==> src/rtl/mem_ctrl_arbiter.sv <==
// Byte-serial RAM controller and arbiter shared by the instruction fetcher and the LSB.
// Define MEM_ARB_RR_EN for round-robin arbitration; default is fixed LSB-first priority.
module mem_ctrl_arbiter #(
   parameter int                ADDR_W  = 32,
   parameter logic [ADDR_W-1:0] IO_ADDR = 32'h30000
) (
   input  logic              clk_in,
   input  logic              rst_in,
   input  logic              rdy_in,
   input  logic              _clear,
   input  logic              _if_req,
   input  logic [ADDR_W-1:0] _if_addr,
   output logic              _if_done,
   output logic [31:0]       _if_data,
   input  logic              _ls_req,
   input  logic              _ls_wr,
   input  logic [1:0]        _ls_size,
   input  logic              _ls_signed,
   input  logic [ADDR_W-1:0] _ls_addr,
   input  logic [31:0]       _ls_wdata,
   output logic              _ls_done,
   output logic [31:0]       _ls_rdata,
   input  logic [7:0]        mem_din,
   output logic [7:0]        mem_dout,
   output logic [ADDR_W-1:0] mem_a,
   output logic              mem_wr,
   input  logic              io_buffer_full
);
   localparam logic [1:0] S_IDLE  = 2'd0;
   localparam logic [1:0] S_READ  = 2'd1;
   localparam logic [1:0] S_WRITE = 2'd2;
   localparam logic [1:0] S_DONE  = 2'd3;

   localparam logic [1:0] OWN_NONE = 2'd0;
   localparam logic [1:0] OWN_IF   = 2'd1;
   localparam logic [1:0] OWN_LS   = 2'd2;

   logic [1:0]        state, owner;
   logic [ADDR_W-1:0] addr, last_a, cur_a;
   logic [31:0]       wdata, buffer, ext;
   logic [2:0]        beat, n_beats, ls_n;
   logic [1:0]        lane;
   logic [7:0]        last_dout, cur_dout;
   logic              sgn, is_wr, active, bus_st, io_block;
   logic              grant_ls, grant_if;

`ifdef MEM_ARB_RR_EN
   logic last_ls;
   assign grant_ls = _ls_req && (!_if_req || !last_ls);
   always_ff @(posedge clk_in or negedge rst_in)
      if (!rst_in)
         last_ls <= 1'b0;
      else if (rdy_in && state == S_IDLE && !_clear && (_ls_req || _if_req))
         last_ls <= grant_ls;
`else
   assign grant_ls = _ls_req;
`endif
   assign grant_if = _if_req && !grant_ls;

   assign ls_n     = (_ls_size == 2'd0) ? 3'd1 : (_ls_size == 2'd1) ? 3'd2 : 3'd4;
   assign active   = (state == S_READ && beat < n_beats) || state == S_WRITE;
   assign bus_st   = state == S_READ || state == S_WRITE;
   assign cur_a    = active ? addr + {{(ADDR_W-3){1'b0}}, beat} : '0;
   assign cur_dout = (state == S_WRITE) ? wdata[{beat[1:0], 3'b000} +: 8] : 8'h00;
   assign io_block = state == S_WRITE && beat == 3'd0 && addr == IO_ADDR && io_buffer_full;
   assign lane     = 2'(beat - 3'd1);

   // While paused, replay the previous active beat so mem_din on resume matches it.
   assign mem_a    = rdy_in ? cur_a : (bus_st ? last_a : '0);
   assign mem_dout = rdy_in ? cur_dout : ((state == S_WRITE) ? last_dout : 8'h00);
   assign mem_wr   = rdy_in && state == S_WRITE && !io_block;

   assign _if_done = rdy_in && state == S_DONE && owner == OWN_IF && !_clear;
   assign _ls_done = rdy_in && state == S_DONE && owner == OWN_LS && !(_clear && !is_wr);
   assign _if_data = _if_done ? buffer : 32'h0;
   assign _ls_rdata = _ls_done ? ext : 32'h0;

   always_comb begin
      ext = buffer;
      case (n_beats)
         3'd1:    ext[31:8]  = {24{sgn & buffer[7]}};
         3'd2:    ext[31:16] = {16{sgn & buffer[15]}};
         default: ext = buffer;
      endcase
   end

   always_ff @(posedge clk_in or negedge rst_in) begin
      if (!rst_in) begin
         state     <= S_IDLE;
         owner     <= OWN_NONE;
         addr      <= '0;
         last_a    <= '0;
         last_dout <= 8'h00;
         wdata     <= 32'h0;
         buffer    <= 32'h0;
         beat      <= 3'd0;
         n_beats   <= 3'd0;
         sgn       <= 1'b0;
         is_wr     <= 1'b0;
      end else if (rdy_in) begin
         last_a    <= cur_a;
         last_dout <= cur_dout;
         case (state)
            S_IDLE: if (!_clear && (grant_ls || grant_if)) begin
               beat   <= 3'd0;
               buffer <= 32'h0;
               if (grant_ls) begin
                  owner   <= OWN_LS;
                  addr    <= _ls_addr;
                  wdata   <= _ls_wdata;
                  sgn     <= _ls_signed;
                  is_wr   <= _ls_wr;
                  n_beats <= ls_n;
                  state   <= _ls_wr ? S_WRITE : S_READ;
               end else begin
                  owner   <= OWN_IF;
                  addr    <= _if_addr;
                  wdata   <= 32'h0;
                  sgn     <= 1'b0;
                  is_wr   <= 1'b0;
                  n_beats <= 3'd4;
                  state   <= S_READ;
               end
            end
            S_READ: if (_clear) begin
               state <= S_IDLE;
               owner <= OWN_NONE;
            end else begin
               // mem_din carries the byte for the beat driven one cycle earlier.
               if (beat != 3'd0) buffer[{lane, 3'b000} +: 8] <= mem_din;
               if (beat == n_beats) state <= S_DONE;
               else beat <= beat + 3'd1;
            end
            S_WRITE: if (!io_block) begin
               if (beat == n_beats - 3'd1) state <= S_DONE;
               else beat <= beat + 3'd1;
            end
            default: begin
               state <= S_IDLE;
               owner <= OWN_NONE;
            end
         endcase
      end
   end
endmodule

==> config.mk <==
export PLATFORM = sky130hd
export DESIGN_NAME = mem_ctrl_arbiter
export DESIGN_NICKNAME = d
export VERILOG_FILES = /design/src/rtl/mem_ctrl_arbiter.sv
export SDC_FILE = /design/constraint.sdc
export NUM_CORES = 1
export LEC_CHECK = 0
export BUFFER_PORTS_ARGS = -buffer_cell sky130_fd_sc_hd__buf_4
export CORE_ASPECT_RATIO = 2
export CORE_MARGIN = 2
export CORE_UTILIZATION = 55
export CTS_BUF_LIST = sky130_fd_sc_hd__clkbuf_8 sky130_fd_sc_hd__clkbuf_16
export CTS_CLUSTER_DIAMETER = 120
export DETAILED_ROUTE_END_ITERATION = 6
export GPL_ROUTABILITY_DRIVEN = 1
export PLACE_DENSITY = 0.83
export SLEW_MARGIN = 20
export SYNTH_ARGS = -nofsm -noshare
export SYNTH_HDL_FRONTEND = slang
export SYNTH_SLANG_ARGS = --single-unit
export TNS_END_PERCENT = 10
==> constraint.sdc <==
create_clock -name clk_in -period 5.2 [get_ports clk_in]
set_clock_uncertainty 0.15 [all_clocks]
set_input_delay 0.52 -clock clk_in [delete_from_list [all_inputs] [get_ports clk_in]]
set_output_delay 0.52 -clock clk_in [all_outputs]
set_load 0.02 [all_outputs]
-- Word-level counts from Yosys, hierarchy flattened
Cells that the tools add are included.
Widths: inputs -> output; s select.
- word-level logic and storage cells: 116
- memories kept: 0
- latch bits: 0
- ROM bits: 0
- input port bits: 115
- RAM bits: 0
- register bits: 148
- output and inout port bits: 107
- bitwise logic cells: 3
- muxes and demuxes: 40
- $lt $le $gt $ge: 1
- shifts and indexed selects: 3
- divide/modulo/power cells: 0
- $mul: 0
- add/subtract/negate cells: 5
- reductions and logical operators: 33
- eq/ne operators: 20
- operator list (operator ; number):
    $mux 32 ; 10
    $pmux 32 s2 ; 1
    $add 32x3->32 ; 1
    $bwmux 32 ; 1
    $eq 32x18->1 const B ; 1
    $mux 8 ; 4
    $pmux 16 s2 ; 1
    $shift 8x7->32 const A ; 1
    $shiftx 32x6->8 ; 1
    $shiftx 8x7->32 ; 1
    $mux 3 ; 8
    $mux 2 ; 10
    $logic_and 1x1->1 ; 14
    $ne 2x2->1 const B ; 6
    $pmux 2 s3 ; 2
    $reduce_and 5->1 ; 2
    $pmux 3 s3 ; 1
    $neg 5->7 ; 1
    $reduce_and 7->1 ; 1
    $eq 2x1->1 const B ; 3
    $eq 2x2->1 const B ; 3
    $eq 3x3->1 ; 2
    $reduce_bool 3->1 ; 2
    $logic_not 1->1 ; 5
    17 further kinds ; 23

-- Longest topological paths before layout
Gate-level depths: netlist (run 1).
- depth in word-level cells: 7
- depth in mapped cells: 9
- gate-level depth less buffers: 8

-- Worst setup path before layout (run 1)
OpenSTA, ideal clock, no wires.
- path type: reg2out
- from: register beat[1]
- to: output mem_a[10]
- required time: 4.530 ns
- path buffers: 1
- data arrival time: 2.700 ns
- path slack: 1.830 ns
- stages on the path, launching flop included: 9
- cells stage by stage: dfrtp_1 buf_2 inv_1 fa_1 nor2b_1 nor2_1 or4b_2 xor2_1 o21ai_0
- longest elaborated chain between the ends: 5
- elaborated cells on any way between the ends: 6
- classes of those cells: 1 x add/sub; 1 x order compare; 2 x mux; 2 x reduce/logical
- ends and longest elaborated chain (item ; RTL line ; RTL):
    from (decl) ; 41 ; logic [2:0] beat, n_beats, ls_n;
    from (signal assigned) ; 132 ; else beat <= beat + 3'd1;
    from (signal assigned) ; 136 ; else beat <= beat + 3'd1;
    parallel branches: the longest is 3 deep, another holds $add 32x3->32 ; - ;
    $mux 32 * ; 63 ; assign cur_a = active ? addr + {{(ADDR_W-3){1'b0}}, beat} : '0;
    $mux 32 * ; 69 ; assign mem_a = rdy_in ? cur_a : (bus_st ? last_a : '0);
    to (decl) ; 25 ; output logic [ADDR_W-1:0] mem_a,
Mark *: on every way between the ends.

-- Worst setup path after layout (run 1)
Same ends and word-level chain as after synthesis.

==> flow_summary.ini, run 1 <==
[logic_synthesis]
netlist_instances = 904
ys.flop_type = dfrtp_1
syn_area_sq_um = 8370
avgSynthCellArea_sq_um = 9.26
synth_warnings = 0
syn_nets = 1039
synth_edf_count = 0
ys_seq_area_frac = 0.443
synthArstFlopShare = 1.00
ys_ff_latch = 148
yosysUniqueCellTypes = 65

[critical_path]
slowest_delay_ns = 0.74
path_class = flop to output pin
cpLargestDelayFamily = simple AND/OR/NAND/NOR gates
path_max_fanout = 14
path_cells = inv_1, fa_1, nor2b_1, nor2_1, buf_4, or4b_2, xor2_1, o21ai_0, buf_4
cp.arrival_ns = 3.50
cp_num_buf_inv = 3
crit_path_frequent_cell = buf_4
crit_path_end_kind = output pin
cp-start-kind = flop
worst_path_max_delay_cell = dfrtp_1
worstPathRequired_ns = 4.53

[global_route]
first_global_vias = 7176
grt_start_max_net_pins = 111
grt_overflow = 0
antenna_found_initial = 0
grt_pass1_wl_um = 35900
gr-usage-all-layers = 0.278

[clock_tree]
hold_buffers = 0
htreeDepth = 4
insertion_delay_ns = 0.42
root_buffer = clkbuf_16
clkTransAtPathRegs_ns = 0.07
postCtsSetupBuffers = 0
cts_sinks = 148
cts_resized = 0
cts_tree = built
cts_buffer_depth = 2
cts_buffers = 17

[layout]
drive_above_1_share = 0.280
nNetsFinal = 1232
seq_area_sq_um = 3700
diodes = 0
fin_cells = 1305
nFillCells = 1146
multi_input_area_sq_um = 4210
areaGrowthSynthToFinish_pct = 28.4

[sta]
period_share = 0.801
hold_viol_final = 0
fmax_ghz = 0.240
rsz0062_at_grt = no
setup_tns_ns = 0
relSlewSlack = 0.354
worst_slew_pin_slew_ns = 0.969
finalSetupViolations = 0
slew_viol_final = 0
min_period_ns = 4.17

[run_status]
outcome = completed

[routing]
vias = 7315
drt-wirelength-per-cell_um = 17.1
drt_iter0_markers = 391
routed_wl_um = 22400
ant_nets = 0
drc = 0
drtPass1Iterations = 5
via_per_inst = 5.61

[floorplanning]
core_area_sq_um = 14800
start_util = 0.565
dieArea_sq_um = 16300
std_cell_rows = 63
die_x_um = 91.2
die_h_um = 178
io_pins = 222

[placement]
gp_congestion = 0.903
io_buffers = 221
dp_cells = 1273
dp_hpwl_um = 16100

[power_and_ir_drop]
peakVddDrop_mv = 0.290
power_leakage_nw = 5.02
power_density_nw_per_um2 = 489

[hold_path]
min_path_type = input port to async pin

[flow_run]
cap_violations = 0
through the flow:
step,hold slack (ns),utilization,total power [mW],setup slack (ns),instance area [sq um]
6_report,0.0247,0.725,5.26,1.03,10700
5_1_grt,0.130,0.725,5.59,0.840,10700
4_1_cts,0.0981,0.725,5.27,1.07,10700
3_5_place_dp,0.316,0.684,4.00,1.53,10100
3_3_place_gp,0.306,0.684,3.91,1.55,10100
2_1_floorplan,0.0744,-,3.30,1.83,8370
cell usage after synthesis (all sizes together), types with 15 or more instances:
| cell type | instances | area [sq um] |
|---|---|---|
| nand2 | 157 | 589 |
| dfrtp | 148 | 3700 |
| o21ai | 115 | 579 |
| inv | 59 | 221 |
| and2 | 49 | 308 |
| clkbuf | 44 | 166 |
| mux2i | 34 | 340 |
| o22ai | 30 | 188 |
| xnor2 | 28 | 245 |
| o21a | 24 | 180 |
| nor2 | 22 | 82.6 |
| ha | 19 | 238 |
| o2bb2ai | 16 | 140 |
| nand3 | 15 | 75.1 |
final timing paths:
| check | startpoint | end | slack (ns) | cells past startpoint |
|---|---|---|---|---|
| hold / removal | rst_in | last_a[11] | 0.02 | 1 |
| setup reg to reg | beat[1] | last_a[10] | 2.06 | 8 |
| setup / recovery | beat[1] | mem_a[10] | 1.03 | 9 |
| min in group clk_in | _ls_size[1] | n_beats[0] | 0.15 | 2 |
| hold reg to reg | wdata[17] | wdata[17] | 0.33 | 2 |
| max in group asynchronous | rst_in | buffer[20] | 3.75 | 2 |
layout by cell type, fill, tap and decap left out, types with 14 or more instances in the layout:
cell type,count
and2_1,48
buf_4,233
o21a_1,24
o21ai_0,95
nand3_1,14
xnor2_1,28
o22ai_1,30
dfrtp_1,148
o2bb2ai_1,16
nor2_1,22
inv_1,58
ha_1,19
nand2_1,157
clkbuf_16,17
o21ai_1,19
mux2i_1,34
worst register-to-register path, stage by stage, from the launching register on:
cell,delay [ns]
dfrtp_1,0.74
inv_1,0.25
fa_1,0.45
nor2b_1,0.21
nor2_1,0.07
buf_4,0.20
or4b_2,0.66
xor2_1,0.19
o22ai_1,0.09
registers in the layout (all words and copies together), names as in the netlist:
name	cells
state	2
is_wr	1
n_beats	3
last_dout	8
sgn	1
last_a	32
wdata	32
addr	32
owner	2
beat	3
buffer	32
per-layer routing:
| metal | routed length (um) | global-route usage |
|---|---|---|
| met4 | 941 | 0.142 |
| met2 | 12300 | 0.506 |
| met1 | 8140 | 0.316 |
| met3 | 1000 | 0.0397 |
| met5 | 0 | 0 |
layout make-up:
cell class / count / share of cell area
Clock inverter: 14 / 0.0156
Multi-Input combinational cell: 637 / 0.391
Inverter: 59 / 0.0206
Tap cell: 195 / 0.0227
Timing Repair Buffer: 234 / 0.164
Clock buffer: 18 / 0.0409
Sequential cell: 148 / 0.345
logic make-up after synthesis:
family	synth area share
simple gates	0.200
compound gates	0.159
flops	0.443
buf+inv	0.0588
mux	0.0757
xor+xnor	0.0335
fa+ha+maj	0.0308
power breakdown:
group	switching (mW)	total (mW)	internal, mW
clock	0.525	1.26	0.735
combinational	1.15	1.98	0.834
sequential	0.430	2.02	1.59
total	2.10	5.26	3.16
(Power assumes the default switching activity.)
==> run 2: changes to the inputs <==
Settings changed: CORE_UTILIZATION 55 to 48, PLACE_DENSITY 0.83 to 0.77.
Clock period 5.2 ns to 3.78 ns, I/O delays scaled along.
==> flow_summary.ini, run 2 (synthesized netlist as in run 1, its figures left out) <==
[global_route]
first_global_vias = 7158
antenna_found_initial = 0
gr-usage-all-layers = 0.246
grt_pass1_wl_um = 36000
grt_start_max_net_pins = 88
grt_overflow = 0

[sta]
period_share = 0.936
relSlewSlack = 0.355
setup_ws_ns = 0.242
finalSetupViolations = 0
hold_slack_ns = 0.0289
min_period_ns = 3.54
rsz0062_at_grt = no
setup_tns_ns = 0
slew_viol_final = 0
worst_slew_pin_slew_ns = 0.967
fmax_ghz = 0.283
hold_viol_final = 0

[routing]
vias = 7317
routed_wl_um = 23200
ant_nets = 0
drc = 0
via_per_inst = 5.52
drtPass1Iterations = 5
drt_iter0_markers = 364
drt-wirelength-per-cell_um = 17.5

[placement]
gp_congestion = 0.955
dp_cells = 1291
io_buffers = 221
placed_area_sq_um = 10200
dp_slack_ns = 0.645
dp_hpwl_um = 16800

[layout]
final_common_cell = buf_4
drive_above_1_share = 0.281
nNetsFinal = 1239
fin_cells = 1326
seq_area_sq_um = 3700
diodes = 0
fin_util = 0.631
mostFrequentLayoutCells = 234 x buf_4, 157 x nand2_1, 148 x dfrtp_1, 95 x o21ai_0, 58 x inv_1
nFillCells = 1480
multi_input_area_sq_um = 4220
design_area_sq_um = 10800
areaGrowthSynthToFinish_pct = 29.6

[critical_path]
cp.arrival_ns = 3.01
cp_num_buf_inv = 5
slowest_delay_ns = 0.42
cp-start-kind = flop
crit_path_end_kind = output pin
crit_path_frequent_cell = buf_4
worstPathRequired_ns = 3.25
path_max_fanout = 26
worst_path_max_delay_cell = a21oi_1
path_cells = buf_4, inv_1, ha_1, inv_1, a21oi_1, o221ai_4, buf_4, o21ai_0, buf_4
path_class = flop to output pin
cpLargestDelayFamily = compound AO/OA/AOI/OAI gates

[power_and_ir_drop]
power_leakage_nw = 5.06
p_switching_mw = 2.91
p_clk_frac = 0.236
power_density_nw_per_um2 = 675
pwr-share-comb = 0.389
total_power_mw = 7.32
p_int_mw = 4.41
switching_share = 0.398
peakVddDrop_mv = 0.466
pwr-share-seq = 0.375

[run_status]
outcome = completed

[clock_tree]
postCtsSetupBuffers = 0
cts_buffer_depth = 2
cts_resized = 0
clkTransAtPathRegs_ns = 0.06
root_buffer = clkbuf_16
cts_tree = built
htreeDepth = 4
cts_sinks = 148
cts_buffers = 17
insertion_delay_ns = 0.43

[floorplanning]
start_util = 0.487
die_h_um = 191
core_area_sq_um = 17200
io_pins = 222
std_cell_rows = 68
die_x_um = 97.4
dieArea_sq_um = 18600

[hold_path]
min_path_type = input port to flop

[flow_run]
cap_violations = 0
[run 2: area by class of cell]
| class | count | share of cell area |
|---|---|---|
| Multi-Input combinational cell | 638 | 0.389 |
| Sequential cell | 148 | 0.342 |
| Timing Repair Buffer | 240 | 0.169 |
| Clock buffer | 18 | 0.0405 |
| Tap cell | 210 | 0.0242 |
| Inverter | 59 | 0.0204 |
| Clock inverter | 13 | 0.0147 |
[run 2: power by group through the flow]
stage                     registers, mW  clock network (mW)  logic (mW)
after floorplan                    2.56                   0        1.98
after global placement             2.73                   0        2.71
after detailed placement           2.75                   0        2.79
after CTS                          2.73                1.74        2.80
after global routing               2.82                1.82        3.12
final                              2.74                1.72        2.85
[run 2: per-layer routing]
| metal | GRT usage | up-vias | part of all wire |
|---|---|---|---|
| li1 | - | 3530 | - |
| met1 | 0.271 | 3488 | 0.37 |
| met2 | 0.450 | 241 | 0.54 |
| met3 | 0.0565 | 58 | 0.046 |
| met4 | 0.110 | 0 | 0.039 |
| met5 | 0 | - | 0 |
[run 2: worst paths after layout]
check,depth (start not counted),to,slack [ns],start
max,9,mem_a[16],0.24,beat[0]
min in group asynchronous,2,last_a[15],0.39,rst_in
max in group asynchronous,3,wdata[26],2.22,rst_in
min,2,buffer[2],0.03,mem_din[2]
max reg2reg,8,state[0],0.90,beat[0]
min reg2reg,2,wdata[18],0.33,wdata[18]
[run 2: what timing repair did]
| action | CTS | global route |
|---|---|---|
| hold buffers | 3 | 0 |
| endpoints found under the setup margin | 0 | 5 |
| hold endpoints to repair | 72 | 0 |
==> run 3: changes to the inputs <==
Settings changed: CORE_UTILIZATION 48 to 45, CTS_BUF_LIST sky130_fd_sc_hd__clkbuf_8 sky130_fd_sc_hd__clkbuf_16 to unset, PLACE_DENSITY 0.77 to 0.73.
==> flow_summary.ini, run 3 (synthesized netlist as in run 1, its figures left out) <==
[run_status]
outcome = completed

[sta]
period_share = 0.945
slew_viol_final = 0
finalSetupViolations = 0
worst_slew_pin_slew_ns = 0.883
min_period_ns = 3.57
rsz0062_at_grt = no
relSlewSlack = 0.411
fmax_ghz = 0.280
hold_slack_ns = 0.0322
setup_tns_ns = 0
hold_viol_final = 0

[power_and_ir_drop]
total_power_mw = 7.31
power_leakage_nw = 5.07
pwr-share-comb = 0.382
switching_share = 0.391
p_switching_mw = 2.86
pwr-share-seq = 0.374
peakVddDrop_mv = 0.335
power_density_nw_per_um2 = 673
p_int_mw = 4.45
p_clk_frac = 0.244

[global_route]
grt_start_max_net_pins = 81
grt_overflow = 0
antenna_found_initial = 0
grt_pass1_wl_um = 35600
first_global_vias = 6948
gr-usage-all-layers = 0.232

[clock_tree]
cts_sinks = 148
htreeDepth = 4
cts_tree = built
root_buffer = clkbuf_16
cts_resized = 0
postCtsSetupBuffers = 0
clkTransAtPathRegs_ns = 0.06
cts_buffer_depth = 2
insertion_delay_ns = 0.43
cts_buffers = 17

[critical_path]
path_max_fanout = 6
slowest_delay_ns = 0.66
worstReg2RegStart = beat[0]
worstPathRequired_ns = 3.25
path_cells = ha_1, inv_1, fa_1, nor2b_1, nor2_1, or4b_2, xor2_1, o21ai_0, buf_4
reg2reg_depth = 8
worst_r2r_endpoint = state[1]
cp-start-kind = flop
crit_path_end_kind = output pin
path_class = flop to output pin
regToRegSetupSlack_ns = 0.92
cp.arrival_ns = 3.04
worst_path_max_delay_cell = or4b_2

[floorplanning]
die_x_um = 100
dieArea_sq_um = 19800
std_cell_rows = 70
io_pins = 222
core_area_sq_um = 18200
die_h_um = 197
start_util = 0.459

[placement]
dp_hpwl_um = 16700
gp_congestion = 0.920
io_buffers = 221

[layout]
mostFrequentLayoutCells = 234 x buf_4, 157 x nand2_1, 148 x dfrtp_1, 95 x o21ai_0, 58 x inv_1
diodes = 0
drive_above_1_share = 0.281
fin_util = 0.596
final_common_cell = buf_4
nNetsFinal = 1238
areaGrowthSynthToFinish_pct = 29.8

[routing]
drtPass1Iterations = 6
via_per_inst = 5.42
drt-wirelength-per-cell_um = 17.0
drt_iter0_markers = 285
routed_wl_um = 22600
drc = 0
ant_nets = 0
vias = 7210

[hold_path]
holdPathStages = 2
whs_endpoint = buffer[5]
hp-start = mem_din[5]
min_path_type = input port to flop

[flow_run]
cap_violations = 0
run 3: cell types whose count changed in the layout (fill, tap and decap cells not counted), sizes merged:
cell    change
bufinv      +1
clkinv      -1
o221ai      -1
run 3: layout make-up:
class,count,area [sq um]
sequential,148,3700
clock buffer,18,429
multi-input combinational,637,4210
timing repair buffer,240,1840
fill,1627,7360
tap,216,270
clock inverter,13,184
inverter,59,221
run 3: critical path, delay by kind of cell, from the launching register on:
| kind | cells | cell delay (ns) |
|---|---|---|
| compound gates | 1 | 0.22 |
| xor+xnor | 1 | 0.17 |
| fa+ha+maj | 2 | 0.57 |
| buf+inv | 2 | 0.25 |
| flops | 1 | 0.38 |
| simple gates | 3 | 1.03 |
run 3: through the flow:
step / std cells / worst slack, ns / instance area (sq um)
2_1_floorplan: 904 / 0.552 / 8370
3_3_place_gp: 1297 / 0.721 / 10200
3_5_place_dp: 1297 / 0.626 / 10200
4_1_cts: 1331 / 0.161 / 10900
5_1_grt: 1331 / 0.0427 / 10900
6_report: 1331 / 0.208 / 10900
run 3: metal layers:
metal	track usage	vias up	wire, um
met5	0	-	0
met4	0.104	0	893
met3	0.0422	55	1100
met2	0.417	236	12200
met1	0.263	3402	8450
li1	-	3517	-
run 3: power groups by stage:
stage / combinational (mW) / clock [mW] / sequential, mW
2_1_floorplan: 1.98 / 0 / 2.56
3_3_place_gp: 2.73 / 0 / 2.72
3_5_place_dp: 2.79 / 0 / 2.76
4_1_cts: 2.82 / 1.81 / 2.74
5_1_grt: 3.10 / 1.87 / 2.83
6_report: 2.79 / 1.79 / 2.73
run 3: what timing repair did:
item,in CTS,in global routing
setup endpoints to repair,0,0
hold endpoints to repair,80,0
hold buffers,3,0
run 3: worst max path at each step:
stage	startpoint	endpoint	slack, ns
2_1_floorplan	beat[1]	mem_a[10]	0.55
3_3_place_gp	addr[0]	mem_a[10]	0.72
3_5_place_dp	addr[0]	mem_a[10]	0.63
4_1_cts	addr[0]	mem_a[10]	0.16
5_1_grt	addr[0]	mem_a[10]	0.04
6_report	addr[0]	mem_a[10]	0.21
